==> config.mk <==
export PLATFORM = sky130hd
export DESIGN_NAME = sky130_sram_tiny_arb
export DESIGN_NICKNAME = d
export VERILOG_FILES = /design/src/rtl/sky130_sram_tiny_arb.sv
export SDC_FILE = /design/constraint.sdc
export NUM_CORES = 1
export LEC_CHECK = 0
export CORE_UTILIZATION = 40
export DETAILED_ROUTE_END_ITERATION = 16
export GPL_TIMING_DRIVEN = 1
export PLACE_DENSITY = 0.79
export SYNTH_ARGS = -nofsm -noshare
export SYNTH_HDL_FRONTEND = slang
export SYNTH_SLANG_ARGS = --single-unit
export TNS_END_PERCENT = 50
==> constraint.sdc <==
create_clock -name clk0 -period 12.1 [get_ports clk0]
set_input_delay 3.63 -clock clk0 [delete_from_list [all_inputs] [get_ports clk0]]
set_output_delay 3.63 -clock clk0 [all_outputs]
set_load 0.005 [all_outputs]
==> src/rtl/sky130_sram_tiny_arb.sv <==
// Two-requester arbiter/sequencer for a single 1RW sky130 SRAM macro, one operation in flight.
// Define SRAM_ARB_FIXED_PRIO_EN for fixed priority (A wins ties); the default is round-robin.
module sky130_sram_tiny_arb #(
  parameter int ADDR_WIDTH = 4,
  parameter int DATA_WIDTH = 32,
  parameter int NUM_WMASKS = 4
) (
  input  logic                  clk0,
  input  logic                  rst0,
  input  logic                  req_valid_a,
  output logic                  req_ready_a,
  input  logic                  req_we_a,
  input  logic [NUM_WMASKS-1:0] req_wmask_a,
  input  logic [ADDR_WIDTH-1:0] req_addr_a,
  input  logic [DATA_WIDTH-1:0] req_wdata_a,
  output logic                  rsp_valid_a,
  output logic [DATA_WIDTH-1:0] rsp_rdata_a,
  input  logic                  req_valid_b,
  output logic                  req_ready_b,
  input  logic                  req_we_b,
  input  logic [NUM_WMASKS-1:0] req_wmask_b,
  input  logic [ADDR_WIDTH-1:0] req_addr_b,
  input  logic [DATA_WIDTH-1:0] req_wdata_b,
  output logic                  rsp_valid_b,
  output logic [DATA_WIDTH-1:0] rsp_rdata_b,
  output logic                  sram_csb0,
  output logic                  sram_web0,
  output logic [NUM_WMASKS-1:0] sram_wmask0,
  output logic [ADDR_WIDTH-1:0] sram_addr0,
  output logic [DATA_WIDTH-1:0] sram_din0,
  input  logic [DATA_WIDTH-1:0] sram_dout0,
  output logic                  busy
);

  typedef enum logic [1:0] {IDLE, CMD, RD_WAIT, RSP} state_t;

  state_t state, state_next;
  logic owner;
  logic op_we;
  logic grant_a, grant_b, accept;
  logic sel_we;
  logic [NUM_WMASKS-1:0] sel_wmask;
  logic [ADDR_WIDTH-1:0] sel_addr;
  logic [DATA_WIDTH-1:0] sel_wdata;

`ifdef SRAM_ARB_FIXED_PRIO_EN
  assign grant_a = req_valid_a;
  assign grant_b = req_valid_b & ~req_valid_a;
`else
  // rr_last = 1 means B was granted last, so A wins the next tie.
  logic rr_last;

  assign grant_a = req_valid_a & (~req_valid_b | rr_last);
  assign grant_b = req_valid_b & (~req_valid_a | ~rr_last);

  always_ff @(posedge clk0 or posedge rst0) begin
    if (rst0) begin
      rr_last <= 1'b1;
    end else if (accept) begin
      rr_last <= grant_b;
    end
  end
`endif

  assign accept = (state == IDLE) & (grant_a | grant_b);

  assign sel_we    = grant_b ? req_we_b    : req_we_a;
  assign sel_wmask = grant_b ? req_wmask_b : req_wmask_a;
  assign sel_addr  = grant_b ? req_addr_b  : req_addr_a;
  assign sel_wdata = grant_b ? req_wdata_b : req_wdata_a;

  always_ff @(posedge clk0 or posedge rst0) begin
    if (rst0) begin
      state <= IDLE;
    end else begin
      state <= state_next;
    end
  end

  always_comb begin
    state_next  = state;
    req_ready_a = 1'b0;
    req_ready_b = 1'b0;
    rsp_valid_a = 1'b0;
    rsp_valid_b = 1'b0;
    busy        = 1'b1;
    case (state)
      IDLE: begin
        busy        = 1'b0;
        req_ready_a = grant_a;
        req_ready_b = grant_b;
        if (accept) state_next = CMD;
      end
      CMD:     state_next = op_we ? RSP : RD_WAIT;
      RD_WAIT: state_next = RSP;
      RSP: begin
        rsp_valid_a = ~owner;
        rsp_valid_b = owner;
        state_next  = IDLE;
      end
      default: state_next = IDLE;
    endcase
  end

  // Macro pins are registered; the strobe is low for exactly the CMD cycle, address/data hold afterwards.
  always_ff @(posedge clk0 or posedge rst0) begin
    if (rst0) begin
      sram_csb0   <= 1'b1;
      sram_web0   <= 1'b1;
      sram_wmask0 <= '0;
      sram_addr0  <= '0;
      sram_din0   <= '0;
      owner       <= 1'b0;
      op_we       <= 1'b0;
    end else begin
      if (accept) begin
        owner       <= grant_b;
        op_we       <= sel_we;
        sram_csb0   <= 1'b0;
        sram_web0   <= ~sel_we;
        sram_wmask0 <= sel_wmask;
        sram_addr0  <= sel_addr;
        sram_din0   <= sel_wdata;
      end else if (state == CMD) begin
        sram_csb0 <= 1'b1;
        sram_web0 <= 1'b1;
      end
    end
  end

  always_ff @(posedge clk0 or posedge rst0) begin
    if (rst0) begin
      rsp_rdata_a <= '0;
      rsp_rdata_b <= '0;
    end else if (state == RD_WAIT) begin
      if (owner) rsp_rdata_b <= sram_dout0;
      else       rsp_rdata_a <= sram_dout0;
    end
  end

endmodule

==> metrics.txt <==
# TYPE chip_impl_metric gauge
chip_impl_info{name="run_status",value="finished, final reports clean"} 1
chip_impl_metric{name="avgViaCountPerCell",unit=""} 4.86
chip_impl_metric{name="sinks_on_clock_net",unit=""} 111
chip_impl_info{name="worst_hold_path_class",value="flop to flop"} 1
chip_impl_metric{name="number_of_levels_the_h_tree_was_split_into",unit=""} 3
chip_impl_metric{name="netlist-cell-type-count",unit=""} 29
chip_impl_info{name="crit_chain",value="clkdlybuf4s50_1, a21boi_4, and2_1, clkdlybuf4s50_1"} 1
chip_impl_metric{name="filler_cell_count",unit=""} 915
chip_impl_metric{name="grt_pass1_vias",unit=""} 3487
chip_impl_metric{name="hold_depth",unit=""} 2
chip_impl_metric{name="power.sequential.fraction",unit="%"} 37.1
chip_impl_metric{name="route.antenna.remaining_nets",unit=""} 0
chip_impl_metric{name="critical_path.n_buffers_inverters",unit=""} 2
chip_impl_metric{name="inserted_clock_buffers",unit=""} 9
chip_impl_metric{name="hpwlAfterDp",unit="um"} 8220
chip_impl_metric{name="report.final.slew_viol_count",unit=""} 0
chip_impl_info{name="yosys.cell_count.top_type",value="sky130_fd_sc_hd__dfrtp_1"} 1
chip_impl_metric{name="slew_headroom",unit="%"} 41.0
chip_impl_metric{name="clk_transition_reported_paths",unit="ns"} 0.07
chip_impl_metric{name="synth_top_area_share",unit="%"} 57.8
chip_impl_metric{name="fin_crit_sh",unit="%"} 73.0
chip_impl_metric{name="die_h",unit="um"} 110
chip_impl_metric{name="ys_warn_count",unit=""} 0
chip_impl_metric{name="power_density",unit="nW/um^2"} 245
chip_impl_metric{name="synth_async_sr_flop_share",unit="%"} 100
chip_impl_metric{name="timing.setup.tns",unit="ns"} 0
chip_impl_metric{name="cts_resized",unit=""} 0
chip_impl_metric{name="placement.io_buffers",unit=""} 228
chip_impl_metric{name="routabilityCongestion",unit=""} 0.704
chip_impl_metric{name="timing.final.hold_violations",unit=""} 0
chip_impl_info{name="clock-root-buffer",value="sky130_fd_sc_hd__clkbuf_16"} 1
chip_impl_metric{name="wire_length_of_the_first_global_routing_pass",unit="um"} 17100
chip_impl_metric{name="count_of_placed_standard_cells_in_the_final_layout_fillers_left_out",unit=""} 722
chip_impl_metric{name="irDropWorstVdd",unit="uV"} 130
chip_impl_metric{name="synth.cell_area",unit="um^2"} 4670
chip_impl_info{name="synth.top_cells.by_count",value="108 x sky130_fd_sc_hd__dfrtp_1, 63 x sky130_fd_sc_hd__mux2_2, 44 x sky130_fd_sc_hd__nand2_1, 41 x sky130_fd_sc_hd__mux2i_1, 41 x sky130_fd_sc_hd__o21ai_1"} 1
chip_impl_metric{name="grt_max_degree",unit=""} 58
chip_impl_info{name="cp_slowest_cell",value="sky130_fd_sc_hd__clkdlybuf4s50_1"} 1
chip_impl_metric{name="design.core.area",unit="um^2"} 11400
chip_impl_metric{name="worst-r2r-cell-count",unit=""} 6
chip_impl_metric{name="start_util",unit="%"} 40.9
chip_impl_metric{name="stages_on_the_worst_setup_path",unit=""} 4
chip_impl_metric{name="dr.first_iter.drc_count",unit=""} 84
chip_impl_metric{name="postSynthCellCount",unit=""} 352
chip_impl_metric{name="floorplan.io_pins",unit=""} 229
chip_impl_metric{name="cp_max_fo",unit=""} 6
chip_impl_info{name="synth-main-ff-cell",value="sky130_fd_sc_hd__dfrtp_1"} 1
chip_impl_metric{name="die-width",unit="um"} 110
chip_impl_metric{name="cell_internal_pwr",unit="mW"} 1.26
chip_impl_metric{name="post_synth_edffs",unit=""} 0
chip_impl_metric{name="timing.critical_path.required",unit="ns"} 8.47
chip_impl_metric{name="cts.repair_timing.setup_buffer_count",unit=""} 0
chip_impl_metric{name="power_switching",unit="mW"} 0.529
chip_impl_metric{name="p_comb_share",unit="%"} 46.1
chip_impl_metric{name="cts_hold_repair.buffers",unit=""} 0
chip_impl_metric{name="syn-mean-instance-area",unit="um^2"} 13.3
chip_impl_info{name="yosysTopAreaCell",value="sky130_fd_sc_hd__dfrtp_1"} 1
chip_impl_metric{name="clock_path_buffers",unit=""} 2
chip_impl_metric{name="final_net_count",unit=""} 697
chip_impl_info{name="path_common_cell",value="sky130_fd_sc_hd__clkdlybuf4s50_1"} 1
chip_impl_metric{name="dp_cells",unit=""} 706
chip_impl_metric{name="dr.pass1.iters",unit=""} 4
chip_impl_metric{name="data_arrival_time_at_the_worst_slack_endpoint",unit="ns"} 5.21
chip_impl_metric{name="grt_util_all_layers",unit="%"} 18.6
chip_impl_info{name="clock_tree_from_tritoncts",value="done"} 1
chip_impl_info{name="worst_path_dominant_cell_family",value="buffers and inverters"} 1
chip_impl_info{name="startpoint_class_of_the_critical_path",value="input pin"} 1
chip_impl_metric{name="total_leakage_power",unit="nW"} 3.13
chip_impl_metric{name="std_cell_rows",unit=""} 39
chip_impl_metric{name="achievable_frequency",unit="MHz"} 113
chip_impl_metric{name="power.share.clock",unit="%"} 16.9
chip_impl_metric{name="synth.ff_latch_count",unit=""} 111
chip_impl_metric{name="tightest_slew",unit="ns"} 0.886
chip_impl_metric{name="routed_wirelength",unit="um"} 11200
chip_impl_metric{name="cpPeakStageDelay",unit="ns"} 0.63
chip_impl_info{name="rsz_0062_raised_after_global_routing",value="false"} 1
chip_impl_metric{name="antenna_violations_before_repair",unit=""} 0
chip_impl_metric{name="netSwitchingFraction",unit="%"} 29.6
chip_impl_metric{name="fin_worst_skew",unit="ns"} 0.00970
chip_impl_metric{name="antenna_cells_inserted",unit=""} 0
chip_impl_metric{name="grt_overflow",unit=""} 0
chip_impl_metric{name="final.min_clock_period",unit="ns"} 8.84
chip_impl_metric{name="layout-area-overhead-vs-synth",unit="%"} 56.6
chip_impl_metric{name="route.detailed.wl_per_inst",unit="um"} 15.5
chip_impl_info{name="synth.top_cells.by_area",value="sky130_fd_sc_hd__dfrtp_1 58%, sky130_fd_sc_hd__mux2_2 15%, sky130_fd_sc_hd__mux2i_1 8.8%"} 1
chip_impl_info{name="worst_setup_path_end_kind",value="primary output"} 1
chip_impl_metric{name="maxCapViolations",unit=""} 0
chip_impl_metric{name="seq_total_area_yosys",unit="%"} 59.5
chip_impl_metric{name="finalSetupViolations",unit=""} 0
chip_impl_info{name="crit_type",value="input pin to primary output"} 1
chip_impl_metric{name="clkLatencyLatePin",unit="ns"} 0.34
chip_impl_metric{name="die_area",unit="um^2"} 12100
chip_impl_metric{name="remaining_drc_errors",unit=""} 0
chip_impl_metric{name="num_vias",unit=""} 3508
chip_impl_metric{name="synth_fp_nets",unit=""} 475
chip_impl_metric{name="drive_gt1_share",unit="%"} 15.5
-- routing by layer --
| metal | GRT usage [%] | vias to the layer above | share of wire (%) |
|---|---|---|---|
| li1 | - | 1660 | - |
| met5 | 0 | - | 0 |
| met4 | 6.77 | 0 | 1.4 |
| met2 | 32.8 | 133 | 52 |
| met3 | 5.23 | 12 | 7.8 |
| met1 | 21.4 | 1703 | 39 |
-- layout make-up --
cell class / instances / area [um^2] / area share (%)
tap: 143 / 179 / 2.45
timing repair buffer: 232 / 2310 / 31.6
inverter: 5 / 21.3 / 0.291
clock inverter: 6 / 66.3 / 0.906
multi-input combinational: 215 / 1720 / 23.5
clock buffer: 10 / 239 / 3.27
sequential: 111 / 2780 / 38.0
-- cell families after synthesis --
family | share of synthesized area [%]
mux | 24.4
compound gates | 6.08
simple gates | 4.44
fa+ha+maj | 1.34
flops | 59.5
buf+inv | 4.18
-- flip-flops by register name, indices dropped and copies added, names as in the netlist --
signal / flops
sram_web0: 1
rr_last: 1
rsp_rdata_a: 32
op_we: 1
sram_addr0: 4
sram_csb0: 1
owner: 1
sram_wmask0: 4
rsp_rdata_b: 32
sram_din0: 32
state: 2
-- worst reg2reg max path: cells and delay by family, from the launching register on --
family                   cells  cell delay, ns
AO/OA/AOI/OAI                3            0.70
adder cells (fa/ha/maj)      1            0.31
buffers and inverters        2            0.63
flip-flops                   1            0.43
-- through the flow --
step	area (um^2)	setup slack [ns]	util [%]	power, mW	hold slack, ns
2_1_floorplan	4670	4.38	-	1.02	0.442
3_3_place_gp	7010	3.29	61.4	1.47	0.465
3_5_place_dp	7010	3.27	61.4	1.51	0.476
4_1_cts	7320	3.26	64.1	1.81	0.492
5_1_grt	7320	3.20	64.1	1.91	0.510
6_report	7320	3.26	64.1	1.79	0.486
-- worst paths after layout --
check / from / end / slack, ns
max: req_valid_b / req_ready_b / 3.26
min: sram_din0[25] / sram_din0[25] / 0.49
max reg2reg: state[1] / sram_web0 / 9.99
min reg2reg: sram_din0[25] / sram_din0[25] / 0.49
max in group asynchronous: rst0 / sram_din0[11] / 7.16
min in group asynchronous: rst0 / rsp_rdata_a[7] / 3.72
-- power by group through the flow --
| stage | registers [mW] | clock network [mW] | logic [mW] |
|---|---|---|---|
| 6_report | 0.664 | 0.302 | 0.825 |
| 5_1_grt | 0.688 | 0.324 | 0.902 |
| 4_1_cts | 0.666 | 0.308 | 0.841 |
| 3_5_place_dp | 0.672 | 0 | 0.838 |
| 3_3_place_gp | 0.659 | 0 | 0.815 |
| 2_1_floorplan | 0.677 | 0 | 0.348 |
-- layout by cell type (no fill, tap or decap) --
cell                                n
sky130_fd_sc_hd__clkbuf_8           1
sky130_fd_sc_hd__clkinv_2           2
sky130_fd_sc_hd__o21ai_4            1
sky130_fd_sc_hd__clkinv_4           1
sky130_fd_sc_hd__nand2_1           44
sky130_fd_sc_hd__o21ai_0            1
sky130_fd_sc_hd__o21bai_1           1
sky130_fd_sc_hd__nor2b_1            1
sky130_fd_sc_hd__dfstp_2            3
sky130_fd_sc_hd__a21boi_4           1
sky130_fd_sc_hd__inv_1              4
sky130_fd_sc_hd__o32a_1             1
sky130_fd_sc_hd__nor2_1             3
sky130_fd_sc_hd__o21ai_1           40
sky130_fd_sc_hd__inv_6              2
sky130_fd_sc_hd__and3_1             1
sky130_fd_sc_hd__and2_1             2
sky130_fd_sc_hd__a31oi_1            2
sky130_fd_sc_hd__clkbuf_16          9
sky130_fd_sc_hd__a21oi_1            2
sky130_fd_sc_hd__buf_4              4
sky130_fd_sc_hd__mux2_2            63
sky130_fd_sc_hd__mux2_1             2
sky130_fd_sc_hd__a21o_1             1
sky130_fd_sc_hd__inv_4              1
sky130_fd_sc_hd__clkdlybuf4s50_1  228
sky130_fd_sc_hd__bufinv_16          1
sky130_fd_sc_hd__ha_1               5
sky130_fd_sc_hd__o21a_1             1
sky130_fd_sc_hd__dfrtp_1          108
sky130_fd_sc_hd__nand2b_2           1
sky130_fd_sc_hd__mux2i_1           41
sky130_fd_sc_hd__a211oi_1           1
(Power assumes the default switching activity.)
==> patch: new RTL, same settings <==
The parameter `DATA_WIDTH` goes from 32 to 64.
--- a/src/rtl/sky130_sram_tiny_arb.sv
+++ b/src/rtl/sky130_sram_tiny_arb.sv
@@ -3,5 +3,5 @@
 module sky130_sram_tiny_arb #(
   parameter int ADDR_WIDTH = 4,
-  parameter int DATA_WIDTH = 32,
+  parameter int DATA_WIDTH = 64,
   parameter int NUM_WMASKS = 4
 ) (
Interface: changed (6 resized); port bits go from 229 to 421. The function was not compared with the original's and may differ.
==> patch against the original RTL <==
Final area is 86% higher; global-route usage is 3.2 points higher; final cell count is 83% higher; synthesized area is 81% higher; sequential share of layout area is 0.087 points higher; count of clock-buffer cells in the layout is 22 higher; setup slack better by 0.064 ns; sequential cell count is 96 higher; power is 94% higher; routed wire length is 110% higher; critical path type unchanged; largest cell class unchanged.
==> patch: results (changes against the original RTL) <==
metric;value;unit;change
Vias/cell;4.819;;-0.83%
Largest regs;rsp_rdata_a (64), rsp_rdata_b (64), sram_din0 (64);;
htree depth;1;;-2
routability cong.;0.7732;;+9.8%
placed inst area;12840;um2;+83%
clock buffer depth;3;;+1
total track usage;21.79;%;+3.2 points
Clk Latency, worst-skew pair;0.49;ns;+0.15 ns
vias;6375;;+82%
Synth area leaders;dfrtp_1 60%, mux2_2 17%, mux2i_1 8.6%;;
yosys warns;0;;unchanged
drt total wl;23630;um;+110%
antenna violations before repair;1;;+1
commonest cells in the netlist;204 x dfrtp_1, 129 x mux2_2, 76 x nand2_1;;
layout cells sized above 1;17.02;%;+1.5 points
comb pwr;1.56;mW;+89%
largest net degree at the start of global routing;123;;+110%
Setup WS pre-CTS;3.337;ns;+0.06986 ns
Buffers on Ports;420;;+84%
Seq/Total Area, Yosys;61.34;%;+1.8 points
nets;1256;;+80%
Worst Clk Skew;0.006308;ns;-0.003391 ns
P_int;2.464;mW;+95%
Worst IR Drop VDD;0.0001160;V;-11%
first-pass GRT wire length;36440;um;+110%
Initial DRC Count;126;;+50%
status;finished clean;;
synth unique cells;25;;-14%
CP arrival;5.14;ns;-0.07 ns
Comb power frac;44.7;%;-1.4 points
cts bufs inserted;23;;+14
worst slew pin tran;1.114;ns;+0.2286 ns
==> patch: cell count changes after synthesis, moves of 4 or more <==
cell	delta
clkbuf_1	+4
mux2i_1	+32
buf_6	+7
buf_12	-4
o21ai_0	+12
buf_2	+13
o21ai_1	+20
mux2_2	+66
nand2_1	+32
dfrtp_1	+96
==> patch: worst min-delay path, cell delays in order (launching register included) <==
cell     delay (ns)
dfrtp_1        0.34
nand2_1        0.04
o21ai_0        0.06
==> patch: path summary, 6_finish.rpt <==
kind | start | to | slack, ns | cells after the start
min reg2reg | sram_wmask0[2] | sram_wmask0[2] | 0.48 | 2
max reg2reg | state[0] | sram_web0 | 9.57 | 6
max | req_valid_b | req_ready_b | 3.33 | 4
max in group asynchronous | rst0 | sram_din0[3] | 6.72 | 3
min in group asynchronous | rst0 | rsp_rdata_a[55] | 3.66 | 2
min | sram_wmask0[2] | sram_wmask0[2] | 0.48 | 2
==> patch: metal layers <==
layer | vias to the layer above | track usage [%] | share of wire [%]
met4 | 0 | 9.948 | 4.1
met3 | 56 | 5.248 | 7.0
met2 | 290 | 38.75 | 52
li1 | 3001 | - | -
met5 | - | 0 | 0
met1 | 3028 | 24.64 | 37
==> patch: cell type report <==
cell class	count	area, um2
antenna	1	2.502
clock buffer	32	669.4
clock inverter	8	92.59
fill	1642	6889
inverter	5	26.28
multi-input combinational	375	3052
sequential	207	5184
tap	270	337.8
timing repair buffer	425	4242
==> patch: logic make-up after synthesis <==
group	synth area share (%)
and+or+nand+nor	3.879
AOI/OAI and AO/OA	5.256
adders and majority gates	0.7403
DFF	61.34
buffers and inverters	2.947
muxes	25.84
